<file path="src/rtl/a2d_rr_sched.sv">
// a2d_rr_sched
// Round-robin scheduler for the ADC128S converter. Each accepted nxt runs one
// two-transaction SPI exchange (the second transaction returns the conversion
// addressed by the first) and stores the 12-bit result for the current channel.
// Channel order: left load cell -> right load cell -> battery -> left ...
//
// Ports
//   clk      in   system clock
//   rst_n    in   asynchronous active-low reset
//   nxt      in   request next conversion (ignored while busy)
//   done     in   SPI master transaction complete pulse
//   rd_data  in   SPI master received word, [11:0] used
//   wrt      out  start SPI transaction pulse (registered)
//   cmd      out  SPI word {2'b00, chnl, 11'h000}
//   lft_ld   out  latest left load cell reading
//   rght_ld  out  latest right load cell reading
//   batt     out  latest battery reading
//   vld      out  pulse in the cycle after a result register was written
//   busy     out  high from accepted nxt until the capture cycle ends
//
// state | meaning
// IDLE  | waiting for nxt
// CNV   | first transaction in flight, its returned data is discarded
// GAP   | idle clocks between first done and second wrt
// RD    | second transaction in flight, returns the conversion
// CAP   | result register just written, vld high

module a2d_rr_sched #(
    parameter logic [2:0] LFT_CHNL  = 3'd0,
    parameter logic [2:0] RGHT_CHNL = 3'd4,
    parameter logic [2:0] BATT_CHNL = 3'd5,
    parameter int         GAP_CYC   = 2
) (
    input  logic        clk,
    input  logic        rst_n,
    input  logic        nxt,
    input  logic        done,
    input  logic [15:0] rd_data,
    output logic        wrt,
    output logic [15:0] cmd,
    output logic [11:0] lft_ld,
    output logic [11:0] rght_ld,
    output logic [11:0] batt,
    output logic        vld,
    output logic        busy
);

    localparam int GW = (GAP_CYC > 1) ? $clog2(GAP_CYC) : 1;
    localparam logic [GW-1:0] GAP_LAST = GW'(GAP_CYC - 1);

    typedef enum logic [2:0] {IDLE, CNV, GAP, RD, CAP} state_t;
    typedef enum logic [1:0] {RR_LFT, RR_RGHT, RR_BATT} rr_t;

    state_t        state, state_nxt;
    rr_t           rr_idx;
    logic [GW-1:0] gap_cnt;
    logic [2:0]    chnl;
    logic          wrt_nxt, vld_nxt, ld_cmd, gap_clr, gap_inc, capture;

    always_comb begin
        chnl = LFT_CHNL;
        case (rr_idx)
            RR_RGHT: chnl = RGHT_CHNL;
            RR_BATT: chnl = BATT_CHNL;
            default: chnl = LFT_CHNL;
        endcase
    end

    always_ff @(posedge clk or negedge rst_n) begin
        if (!rst_n) begin
            state <= IDLE;
        end else begin
            state <= state_nxt;
        end
    end

    always_comb begin
        state_nxt = state;
        wrt_nxt   = 1'b0;
        vld_nxt   = 1'b0;
        ld_cmd    = 1'b0;
        gap_clr   = 1'b0;
        gap_inc   = 1'b0;
        capture   = 1'b0;
        case (state)
            IDLE: begin
                if (nxt) begin
                    state_nxt = CNV;
                    wrt_nxt   = 1'b1;
                    ld_cmd    = 1'b1;
                end
            end
            CNV: begin
                if (done) begin
                    state_nxt = GAP;
                    gap_clr   = 1'b1;
                end
            end
            GAP: begin
                if (gap_cnt == GAP_LAST) begin
                    state_nxt = RD;
                    wrt_nxt   = 1'b1;
                end else begin
                    gap_inc = 1'b1;
                end
            end
            RD: begin
                // Result is written on the edge that leaves RD so that vld
                // in CAP coincides with the already-updated register.
                if (done) begin
                    state_nxt = CAP;
                    capture   = 1'b1;
                    vld_nxt   = 1'b1;
                end
            end
            CAP: begin
                state_nxt = IDLE;
            end
            default: begin
                state_nxt = IDLE;
            end
        endcase
    end

    always_ff @(posedge clk or negedge rst_n) begin
        if (!rst_n) begin
            wrt     <= 1'b0;
            vld     <= 1'b0;
            cmd     <= 16'h0000;
            gap_cnt <= '0;
            rr_idx  <= RR_LFT;
            lft_ld  <= 12'h000;
            rght_ld <= 12'h000;
            batt    <= 12'h000;
        end else begin
            wrt <= wrt_nxt;
            vld <= vld_nxt;
            if (ld_cmd) begin
                cmd <= {2'b00, chnl, 11'h000};
            end
            if (gap_clr) begin
                gap_cnt <= '0;
            end else if (gap_inc) begin
                gap_cnt <= gap_cnt + 1'b1;
            end
            if (capture) begin
                case (rr_idx)
                    RR_RGHT: begin
                        rght_ld <= rd_data[11:0];
                        rr_idx  <= RR_BATT;
                    end
                    RR_BATT: begin
                        batt   <= rd_data[11:0];
                        rr_idx <= RR_LFT;
                    end
                    default: begin
                        lft_ld <= rd_data[11:0];
                        rr_idx <= RR_RGHT;
                    end
                endcase
            end
        end
    end

    assign busy = (state != IDLE);

endmodule
</file>
<file path="config.mk">
export PLATFORM = sky130hd
export DESIGN_NAME = a2d_rr_sched
export DESIGN_NICKNAME = d
export VERILOG_FILES = /design/src/rtl/a2d_rr_sched.sv
export SDC_FILE = /design/constraint.sdc
export NUM_CORES = 1
export LEC_CHECK = 0
export ABC_AREA = 1
export BUFFER_PORTS_ARGS = -buffer_cell sky130_fd_sc_hd__buf_2
export CORE_UTILIZATION = 48
export CTS_CLUSTER_DIAMETER = 30
export DETAILED_ROUTE_END_ITERATION = 10
export GPL_ROUTABILITY_DRIVEN = 0
export HOLD_SLACK_MARGIN = 0.08
export PLACE_DENSITY = 0.8
export SLEW_MARGIN = 20
export SYNTH_ARGS = -nofsm -noshare
export SYNTH_HDL_FRONTEND = slang
export SYNTH_SLANG_ARGS = --single-unit
</file>
<file path="constraint.sdc">
create_clock -name clk -period 1.7 [get_ports clk]
set_input_delay 0.085 -clock clk [delete_from_list [all_inputs] [get_ports clk]]
set_output_delay 0.085 -clock clk [all_outputs]
set_load 0.1 [all_outputs]
</file>
---- Word-level counts from Yosys, hierarchy flattened ----
Cells that the tools add are included.
word-level totals
  register bits after elaboration ......... 47
  output and inout bits ................... 55
  logic and storage cells ................. 46
operators by class
  add/subtract/negate cells ............... 1
  equality and inequality tests ........... 9
  multiplexer cells ....................... 18
  bitwise logic cells ..................... 1
  reduce and logical (&&, ||, !) cells .... 8
operators with widths
  cell                                           count
  2-to-1 mux 3 bit                               4
  one-hot mux 3 bit (4 select lines)             1
  2-to-1 mux 1 bit                               10
  inequality test 2 bit, second input constant   4
  == test 3 x 2 -> 1 bit, second input constant  2
  one-hot mux 3 bit (2 select lines)             1
  AND reduction 2 bit                            3
  one-hot mux 2 bit (2 select lines)             1
  AND reduction 4 bit                            1
  == test 3 x 1 -> 1 bit, second input constant  1
  zero test 3 bit                                1
  nonzero test 3 bit                             1
  == test 2 x 1 -> 1 bit, second input constant  1
  == test 2 bit, second input constant           1
  one-hot mux 1 bit (2 select lines)             1
  nonzero test 2 bit                             1
  OR reduction 2 bit                             1
  adder 1 bit, second input constant             1
  NOT 1 bit                                      1

---- Logic depth before layout (Yosys ltp) ----
Gate-level depths: netlist of run 1.
  word-level depth ........................ 4
  mapped depth ............................ 7

---- Least setup slack after synthesis of run 1 ----
Ideal clock, no wire load.
  path type ............................... reg-to-output
  start ................................... register state[0]
  end ..................................... output busy
  arrival time ............................ 1.156 ns
  path slack .............................. 0.459 ns
  cell stages (with the launch flop) ...... 3
  path through ............................ dfrtp_1 > nor2_1 > nand2_1
on the way
  word-level cells in the longest chain between the ends .. 1
ends and longest elaborated chain
  what                    RTL line  RTL
  from (decl)             54        state_t state, state_nxt;
  from (signal assigned)  73        state <= state_nxt;
  nonzero test 3 bit      165       assign busy = (state != IDLE);
  to (decl)               45        output logic busy
Every way passes these cells.

---- Worst setup path after layout of run 1 ----
  start ................................... register rr_idx[1]
  end ..................................... register rght_ld[8]
on the way
  word-level cells in the longest chain between the ends .. 2
ends and longest elaborated chain
  what                           RTL line  RTL
  from (decl)                    55        rr_t rr_idx;
  from (signal assigned)         131       rr_idx <= RR_LFT;
  from (signal assigned)         150       rr_idx <= RR_BATT;
  from (signal assigned)         154       rr_idx <= RR_LFT;
  == test 2 x 1 -> 1 bit         147       case (rr_idx)
  AND reduction 2 bit (no line)  --
  to (signal assigned)           149       rght_ld <= rd_data[11:0];
  to (decl)                      42        output logic [11:0] rght_ld,
Every way passes these cells.
A chain may end at the register's enable or synchronous reset.

==> summary.txt, run 1 <==
CTS
  • Worst skew pair latency: 0.30 ns
  • CTS Buf Count: 5
  • TritonCTS clock tree: built
  • Clock Tree Buf Depth: 2
  • Post-CTS Setup Bufs: 0
  • Sink Count: 46
  • # H-tree levels: 2
  • Clock transition at path regs: 0.08 ns
  • Root buffer cell: clkbuf_8

STA
  • Fin Clk Skew: 0.008224 ns
  • Fmax: 0.6471 GHz
  • Worst rel slew slack: 0.6425
  • Max Slew Vio Count: 0
  • Fin crit share: 0.9090
  • RSZ-0062 raised after global routing: false
  • Setup TNS: 0 ns
  • Worst-Margin Slew: 0.5362 ns
  • Crit path time final: 1.545 ns
  • Hold Vio Cnt, Final: 0
  • PnR worst setup slack: 0.1547 ns
  • Setup violators final: 0

Synthesis
  • Mapped Cells: 219
  • Yosys reg bits: 46
  • Count of cell types in the netlist: 15
  • Register area share after synthesis: 0.5860
  • Synth area leaders: dfrtp_1 (59%), nand2_1 (16%), nand3_1 (10%)
  • Synth warnings: 0
  • Synth Cell Area: 1964 µm²
  • Synthesized area per cell: 8.970 µm²
  • Yosys top cell area share: 0.5860
  • Largest area contributor in the netlist: dfrtp_1

Floorplan
  • FP Rows: 22
  • Die Ht: 65.97 µm
  • Initial Utilization: 0.5171
  • I/O pin cnt: 75
  • Die ar.: 4352 µm²
  • Die Span X: 65.97 µm
  • Area of the core: 3799 µm²

GRT
  • Initial antenna violation count: 0
  • Vias in the first global route: 1494
  • Largest net degree at the start of global routing: 25
  • Total gr overflow: 0
  • First-pass GRT wire length: 7.051 mm
  • GRT Total Usage: 0.2233

Job
  • Max Cap Viol: 0

Worst setup path
  • Register-to-register path setup slack: 0.15 ns
  • Critical R2R Capture: rght_ld[8]$_DFFE_PN0P_
  • Crit Path Category: register to register
  • Critical Path RT: 1.89 ns
  • CP endpoint kind: register
  • Worst reg2reg path depth: 5
  • Worst EP arrival: 1.74 ns
  • Crit Reg-Reg Startpoint: rr_idx[1]$_DFFE_PN0N_
  • CP max FO: 13
  • Startpoint types: register

Routing
  • WL/cell: 12.81 µm
  • # DRC: 0
  • Post-route ant nets: 0
  • Drt first pass iters: 5
  • Vias: 1657
  • Final wirelength: 4.343 mm
  • Via density: 4.888
  • Starting DRC count in detailed routing: 81

Min path
  • Hold Path Stages: 3
  • Min-delay worst type: primary input to register
  • Hold Startpoint: done
  • Worst hold endpoint: state[2]$_DFFE_PN0P_

Cells and area
  • Ant diodes: 0
  • Final nets: 312
  • Utilization after layout: 0.6640
  • Proportion of layout cells with a drive suffix above 1: 0.2509
  • Layout fillers: 301
  • Layout area overhead: 28.41%

Placed design
  • Port bufs: 56
  • Post-DP HPWL: 2.996 mm
  • Worst slack at placement: 0.06492 ns

Outcome
  • Status: finished, final reports clean
==> flip-flops by register name, indices dropped and copies added (netlist names) <==
register and count:
state 3, batt 12, cmd 2, vld 1, gap_cnt 1, rr_idx 2
lft_ld 12, wrt 1, rght_ld 12
==> worst max-delay path, stage by stage, from the launching register on <==
cell and delay (ns):
dfrtp_1 0.40, inv_1 0.07, ha_1 0.49, nand2_2 0.29, nand2_1 0.13, nand2_1 0.06
==> metal layers <==
metal  GRT usage  part of all wire  vias up  wire length, µm
met5           0                 0        -                0
met2      0.3469              0.48       59             2085
li1            -                 -      811                -
met1      0.2971              0.44      778             1910
met3     0.06207             0.061        9              266
met4     0.08511             0.018        0               80
==> cell families after synthesis <==
group                    share of synthesized area
buffers and inverters                       0.1025
AND/OR/NAND/NOR                             0.2790
flip-flops                                  0.5860
adder cells (fa/ha/maj)                    0.01274
other                                     0.001909
AO/OA/AOI/OAI                              0.01783
==> cell type report <==
| cell class | instances | area (µm²) | area share |
|---|---|---|---|
| timing repair buffer | 75 | 467.9 | 0.1855 |
| multi-input combinational | 152 | 663.1 | 0.2629 |
| clock inverter | 2 | 60.06 | 0.02381 |
| tap | 48 | 60.06 | 0.02381 |
| clock buffer | 6 | 82.58 | 0.03274 |
| inverter | 10 | 37.54 | 0.01488 |
| sequential | 46 | 1151 | 0.4563 |
==> worst max path at each step <==
| stage | to | cells after the start | from |
|---|---|---|---|
| after floorplan | busy | 2 | state[0]$_DFFE_PN0P_ |
| after global placement | rght_ld[8]$_DFFE_PN0P_ | 5 | rr_idx[1]$_DFFE_PN0N_ |
| after detailed placement | rght_ld[8]$_DFFE_PN0P_ | 5 | rr_idx[1]$_DFFE_PN0N_ |
| after CTS | rght_ld[8]$_DFFE_PN0P_ | 5 | rr_idx[1]$_DFFE_PN0N_ |
| after global routing | rght_ld[9]$_DFFE_PN0P_ | 5 | rr_idx[1]$_DFFE_PN0N_ |
| final | rght_ld[8]$_DFFE_PN0P_ | 5 | rr_idx[1]$_DFFE_PN0N_ |
==> synth_stat cells <==
cell / instances
nand3_1: 40
clkbuf_1: 3
nand2_1: 83
conb_1: 1
buf_4: 14
buf_2: 5
buf_6: 2
a21oi_1: 1
nor2_1: 4
nor2_4: 1
nand3_2: 1
ha_1: 2
dfrtp_1: 46
o21ai_0: 6
inv_1: 10
==> placed cells by master (no fill, tap or decap) <==
cell / n
a21oi_1: 1
nor2_1: 4
buf_12: 1
nand2_1: 82
clkbuf_8: 6
ha_1: 2
buf_4: 5
dfrtp_1: 46
bufinv_16: 2
buf_2: 56
nand2_2: 1
dlygate4sd3_1: 13
conb_1: 14
nand3_2: 1
o21ai_0: 6
inv_1: 10
nand3_1: 40
nor2_4: 1
==> timing repair <==
action,CTS,global route
hold endpoints to repair,55,0
hold buffers,13,0
endpoints found under the setup margin,0,13
resized for setup,0,1
==> stage by stage <==
| stage | cell area [µm²] | instances | hold slack, ns |
|---|---|---|---|
| global placement | 2247 | 318 | 0.08549 |
| global route | 2522 | 339 | 0.09911 |
| finish | 2522 | 339 | 0.08590 |
| detailed placement | 2247 | 318 | 0.08596 |
| floorplan | 2013 | 232 | -0.2106 |
| CTS | 2520 | 339 | 0.08472 |
Power of run 1 is not shown: default switching activity piles up to over one toggle a cycle in this logic, so the estimate is an artifact.
==> run 2, diff against run 1 <==
- CORE_MARGIN: unset -> 2
==> run 2 against run 1 <==
  * Utilization down 3.1 points
  * Via count decreased by 0.30%
  * Routed wire length fell by 0.81%
  * Critical path depth increased by 1
  * Highest routed layer unchanged
  * Clock skew grew 0.0035 ns
  * Sequential cell count unchanged
  * Hold slack improved by 0.026 ns
  * Design area fell by 0.40%
  * First-iteration DRC count up 25%
  * Non-clock buffer count unchanged
  * Register-to-register slack improved by 0.02 ns
==> summary.txt, run 2 (synthesis gave the netlist of run 1 again) <==
Cells and area
  • Most frequent cells in the layout: nand2_1 (82), buf_2 (56), dfrtp_1 (46)
  • Final instance area: 2512 µm²
  • Final nets: 312
  • Count of non-filler cells in the finished layout: 341
  • Proportion of layout cells with a drive suffix above 1: 0.2509
  • Largest registers: batt: 12 flops, lft_ld: 12 flops, rght_ld: 12 flops
  • Commonest non-fill, non-tap cell in the layout: nand2_1
  • Layout fillers: 345
  • Utilization after layout: 0.6326
  • Ant diodes: 0
  • Layout area overhead: 27.90%

Worst setup path
  • Worst EP arrival: 1.72 ns
  • Critical Path, Cell by Cell: inv_1 -> nand3_2 -> nor2_4 -> nand2_1 -> nand2_1 -> nand2_1
  • WP buf/inv: 1
  • CP max FO: 13
  • Worst reg2reg path depth: 6
  • Crit Path Category: register to register
  • CP most frequent cell: nand2_1
  • Startpoint types: register
  • Critical path's slowest cell: dfrtp_1
  • Max incr delay on CP: 0.38 ns
  • CP top delay family: simple AND/OR/NAND/NOR gates
  • Worst path depth: 6
  • Critical Path RT: 1.89 ns
  • CP endpoint kind: register

GRT
  • Total gr overflow: 0
  • Vias in the first global route: 1481
  • Initial antenna violation count: 0
  • GRT Total Usage: 0.1992
  • First-pass GRT wire length: 6.727 mm
  • Largest net degree at the start of global routing: 33

Placed design
  • Placement Cell Area: 2237 µm²
  • Port bufs: 56
  • Post-DP HPWL: 2.994 mm
  • Placed cells: 320

CTS
  • TritonCTS clock tree: built
  • Worst skew pair latency: 0.30 ns
  • CTS Buf Count: 5
  • Root buffer cell: clkbuf_8
  • Sink Count: 46
  • Post-CTS Setup Bufs: 0
  • # H-tree levels: 2
  • Clock transition at path regs: 0.09 ns
  • Clock Tree Buf Depth: 2

STA
  • Fin crit share: 0.8977
  • Setup TNS: 0 ns
  • Fin Clk Skew: 0.01170 ns
  • Worst rel slew slack: 0.5456
  • Crit path time final: 1.526 ns
  • Setup violators final: 0
  • RSZ-0062 raised after global routing: false
  • Fmax: 0.6553 GHz
  • Hold Vio Cnt, Final: 0
  • Worst-Margin Slew: 0.6816 ns
  • Max Slew Vio Count: 0

Routing
  • Post-route ant nets: 0
  • WL/cell: 12.63 µm
  • Drt first pass iters: 4
  • Via density: 4.845
  • Final wirelength: 4.308 mm
  • Starting DRC count in detailed routing: 101
  • # DRC: 0
  • Vias: 1652

Floorplan
  • FP Rows: 23
  • I/O pin cnt: 75
  • Die Ht: 67.97 µm
  • Die Span X: 67.97 µm
  • Die ar.: 4620 µm²
  • Area of the core: 3971 µm²
  • Initial Utilization: 0.4946

Job
  • Max Cap Viol: 0

Min path
  • Min-delay worst type: primary input to register
  • Hold Path Stages: 3

Outcome
  • Status: finished, final reports clean
## run 2: cell count changes in the layout (fill, tap and decap cells not counted)
| cell | change |
|---|---|
| buf_4 | +1 |
| buf_12 | -1 |
## run 2: area by class of cell
| class | instances | area (µm²) | area share |
|---|---|---|---|
| clock inverter | 2 | 60.06 | 0.02390 |
| clock buffer | 6 | 82.58 | 0.03287 |
| multi-input combinational | 152 | 663.1 | 0.2639 |
| timing repair buffer | 75 | 455.4 | 0.1813 |
| sequential | 46 | 1151 | 0.4582 |
| tap | 50 | 62.56 | 0.02490 |
| inverter | 10 | 37.54 | 0.01494 |
## run 2: worst paths after layout
path	startpoint	end	slack [ns]
setup / recovery	state[2]$_DFFE_PN0P_	lft_ld[9]$_DFFE_PN0P_	0.17
hold / removal	done	state[2]$_DFFE_PN0P_	0.11
setup reg to reg	state[2]$_DFFE_PN0P_	lft_ld[9]$_DFFE_PN0P_	0.17
hold reg to reg	lft_ld[0]$_DFFE_PN0P_	lft_ld[0]$_DFFE_PN0P_	0.47
max in group asynchronous	rst_n	rght_ld[6]$_DFFE_PN0P_	0.74
min in group asynchronous	rst_n	lft_ld[3]$_DFFE_PN0P_	0.36
## run 2: through the flow
stage / setup WS, ns / hold WS, ns
global route: 0.07078 / 0.1276
global placement: 0.1798 / 0.1676
CTS: 0.1049 / 0.1101
finish: 0.1740 / 0.1116
floorplan: 0.4589 / -0.2106
detailed placement: 0.1386 / 0.1617
## run 2: worst reg2reg max path, stage by stage, from the launching register on
cell and delay [ns]:
dfrtp_1 0.38, inv_1 0.10, nand3_2 0.10, nor2_4 0.24, nand2_1 0.36, nand2_1 0.18
nand2_1 0.08
## run 2: routing by layer
layer	routed length, µm	share of wire	GRT usage	vias to the layer above
met4	74	0.017	0.09250	0
met3	300	0.070	0.04605	6
met1	1909	0.44	0.2797	783
met5	0	0	0	-
li1	-	-	-	803
met2	2024	0.47	0.2937	60
## run 2: timing repair
action	CTS	global route
gates resized for setup	0	1
hold endpoints to repair	58	0
hold buffers	13	0
setup endpoints to repair	0	7
Power of run 2 is left out for the same reason.
==> run 3, diff against run 2 <==
--- a/config.mk
+++ b/config.mk
@@ -9,10 +9,10 @@
 export BUFFER_PORTS_ARGS = -buffer_cell sky130_fd_sc_hd__buf_2
 export CORE_MARGIN = 2
-export CORE_UTILIZATION = 48
+export CORE_UTILIZATION = 52
 export CTS_CLUSTER_DIAMETER = 30
 export DETAILED_ROUTE_END_ITERATION = 10
 export GPL_ROUTABILITY_DRIVEN = 0
 export HOLD_SLACK_MARGIN = 0.08
-export PLACE_DENSITY = 0.8
+export PLACE_DENSITY = 0.85
 export SLEW_MARGIN = 20
 export SYNTH_ARGS = -nofsm -noshare
==> constraint.sdc (replaced) <==
create_clock -name clk -period 1.9 [get_ports clk]
set_input_delay 0.095 -clock clk [delete_from_list [all_inputs] [get_ports clk]]
set_output_delay 0.095 -clock clk [all_outputs]
set_load 0.02 [all_outputs]
==> run 3 against run 2 <==
  * Sequential share of layout area rose by 1.5 points
  * Cell count fell by 1.5%
  * Fmax fell by 0.47%
  * Highest routed layer unchanged
==> summary.txt, run 3 (synthesis gave the netlist of run 1 again) <==
GRT
  • Initial antenna violation count: 0
  • GRT Total Usage: 0.2094
  • Total gr overflow: 0
  • First-pass GRT wire length: 6.699 mm
  • Largest net degree at the start of global routing: 47
  • Vias in the first global route: 1480

STA
  • Worst-Margin Slew: 0.5565 ns
  • Max Slew Vio Count: 0
  • Crit path time final: 1.533 ns
  • PnR worst setup slack: 0.3667 ns
  • Fmax: 0.6522 GHz
  • Hold slack: 0.08415 ns
  • Fin crit share: 0.8070
  • Fin Clk Skew: 0.005082 ns
  • Setup violators final: 0
  • Worst rel slew slack: 0.6290
  • RSZ-0062 raised after global routing: false
  • Hold Vio Cnt, Final: 0
  • Setup TNS: 0 ns

Routing
  • Via density: 4.798
  • Post-route ant nets: 0
  • Drt first pass iters: 4
  • Vias: 1612
  • Final wirelength: 4.082 mm
  • # DRC: 0
  • WL/cell: 12.15 µm
  • Starting DRC count in detailed routing: 129

Power and ir drop
  • Power density cells: 1676 nW/µm²
  • Static leakage: 1.411 nW
  • Worst VDD drop: 0.0008443 V

CTS
  • Clock Tree Buf Depth: 2
  • CTS Buf Count: 5
  • Clock transition at path regs: 0.08 ns
  • Worst skew pair latency: 0.30 ns
  • Root buffer cell: clkbuf_8
  • # H-tree levels: 2
  • Cts repair resizes: 0
  • Sink Count: 46
  • TritonCTS clock tree: built

Cells and area
  • Layout fillers: 303
  • Most frequent cells in the layout: nand2_1 (83), buf_2 (56), dfrtp_1 (46)
  • Commonest non-fill, non-tap cell in the layout: nand2_1
  • Proportion of layout cells with a drive suffix above 1: 0.2465
  • Layout area overhead: 23.82%
  • Largest registers: batt: 12 flops, lft_ld: 12 flops, rght_ld: 12 flops
  • Ant diodes: 0
  • Final nets: 309
  • Count of non-filler cells in the finished layout: 336

Worst setup path
  • Critical Path RT: 2.10 ns
  • Crit Path Category: register to register
  • CP max FO: 13
  • Worst EP arrival: 1.73 ns
  • CP endpoint kind: register
  • Startpoint types: register

Job
  • Max Cap Viol: 0

Floorplan
  • Area of the core: 3633 µm²
  • Die Ht: 65.46 µm
  • I/O pin cnt: 75
  • Die ar.: 4285 µm²
  • Initial Utilization: 0.5406
  • Die Span X: 65.46 µm
  • FP Rows: 22

Outcome
  • Status: finished, final reports clean

Placed design
  • Port bufs: 56
  • Post-DP HPWL: 2.894 mm
  • Worst slack at placement: 0.3662 ns
  • Placed cells: 317

Min path
  • Min-delay worst type: primary input to register
==> run 3: what timing repair did <==
action                                 CTS  global route
setup buffers                            0             0
hold buffers                            10             1
endpoints found under the hold margin   65             1
==> run 3: report_power, final <==
| group | switching (mW) | leakage (nW) | internal, mW |
|---|---|---|---|
| clock | 0.314 | 0.0472 | 0.292 |
| combinational | 1.25 | 0.777 | 0.585 |
| sequential | 0.233 | 0.587 | 1.41 |
==> run 3: per-layer routing <==
layer	part of all wire	global-route usage
met5	0	0
met1	0.44	0.2821
met4	0.026	0.1276
met2	0.49	0.3151
met3	0.050	0.03938
==> run 3: layout make-up <==
| class | instances | area (µm²) | area share |
|---|---|---|---|
| clock buffer | 6 | 82.58 | 0.03395 |
| clock inverter | 2 | 12.51 | 0.005144 |
| inverter | 10 | 37.54 | 0.01543 |
| multi-input combinational | 152 | 660.6 | 0.2716 |
| tap | 48 | 60.06 | 0.02469 |
| sequential | 46 | 1151 | 0.4732 |
| timing repair buffer | 72 | 427.9 | 0.1759 |
==> run 3: final timing paths <==
check / from / end / slack [ns] / depth (start not counted)
min reg2reg: batt[6]$_DFFE_PN0P_ / batt[6]$_DFFE_PN0P_ / 0.47 / 2
max in group asynchronous: rst_n / lft_ld[2]$_DFFE_PN0P_ / 1.11 / 3
min in group asynchronous: rst_n / lft_ld[11]$_DFFE_PN0P_ / 0.40 / 3
max reg2reg: rr_idx[1]$_DFFE_PN0N_ / rght_ld[0]$_DFFE_PN0P_ / 0.37 / 5
max: rr_idx[1]$_DFFE_PN0N_ / rght_ld[0]$_DFFE_PN0P_ / 0.37 / 5
min: rd_data[2] / lft_ld[2]$_DFFE_PN0P_ / 0.08 / 3
==> run 3: critical path: stages, from the launching register on <==
cell     delay, ns
dfrtp_1       0.38
inv_1         0.07
ha_1          0.41
nand2_1       0.35
nand2_1       0.15
nand2_1       0.06
==> run 3: stage by stage <==
step | cell area (µm²) | util | power, mW
2_1_floorplan | 2013 | - | 2.874
3_3_place_gp | 2227 | 0.6129 | 3.416
3_5_place_dp | 2227 | 0.6129 | 3.471
4_1_cts | 2422 | 0.6667 | 4.091
5_1_grt | 2432 | 0.6694 | 4.383
6_report | 2432 | 0.6694 | 4.077
(Power assumes the default switching activity.)
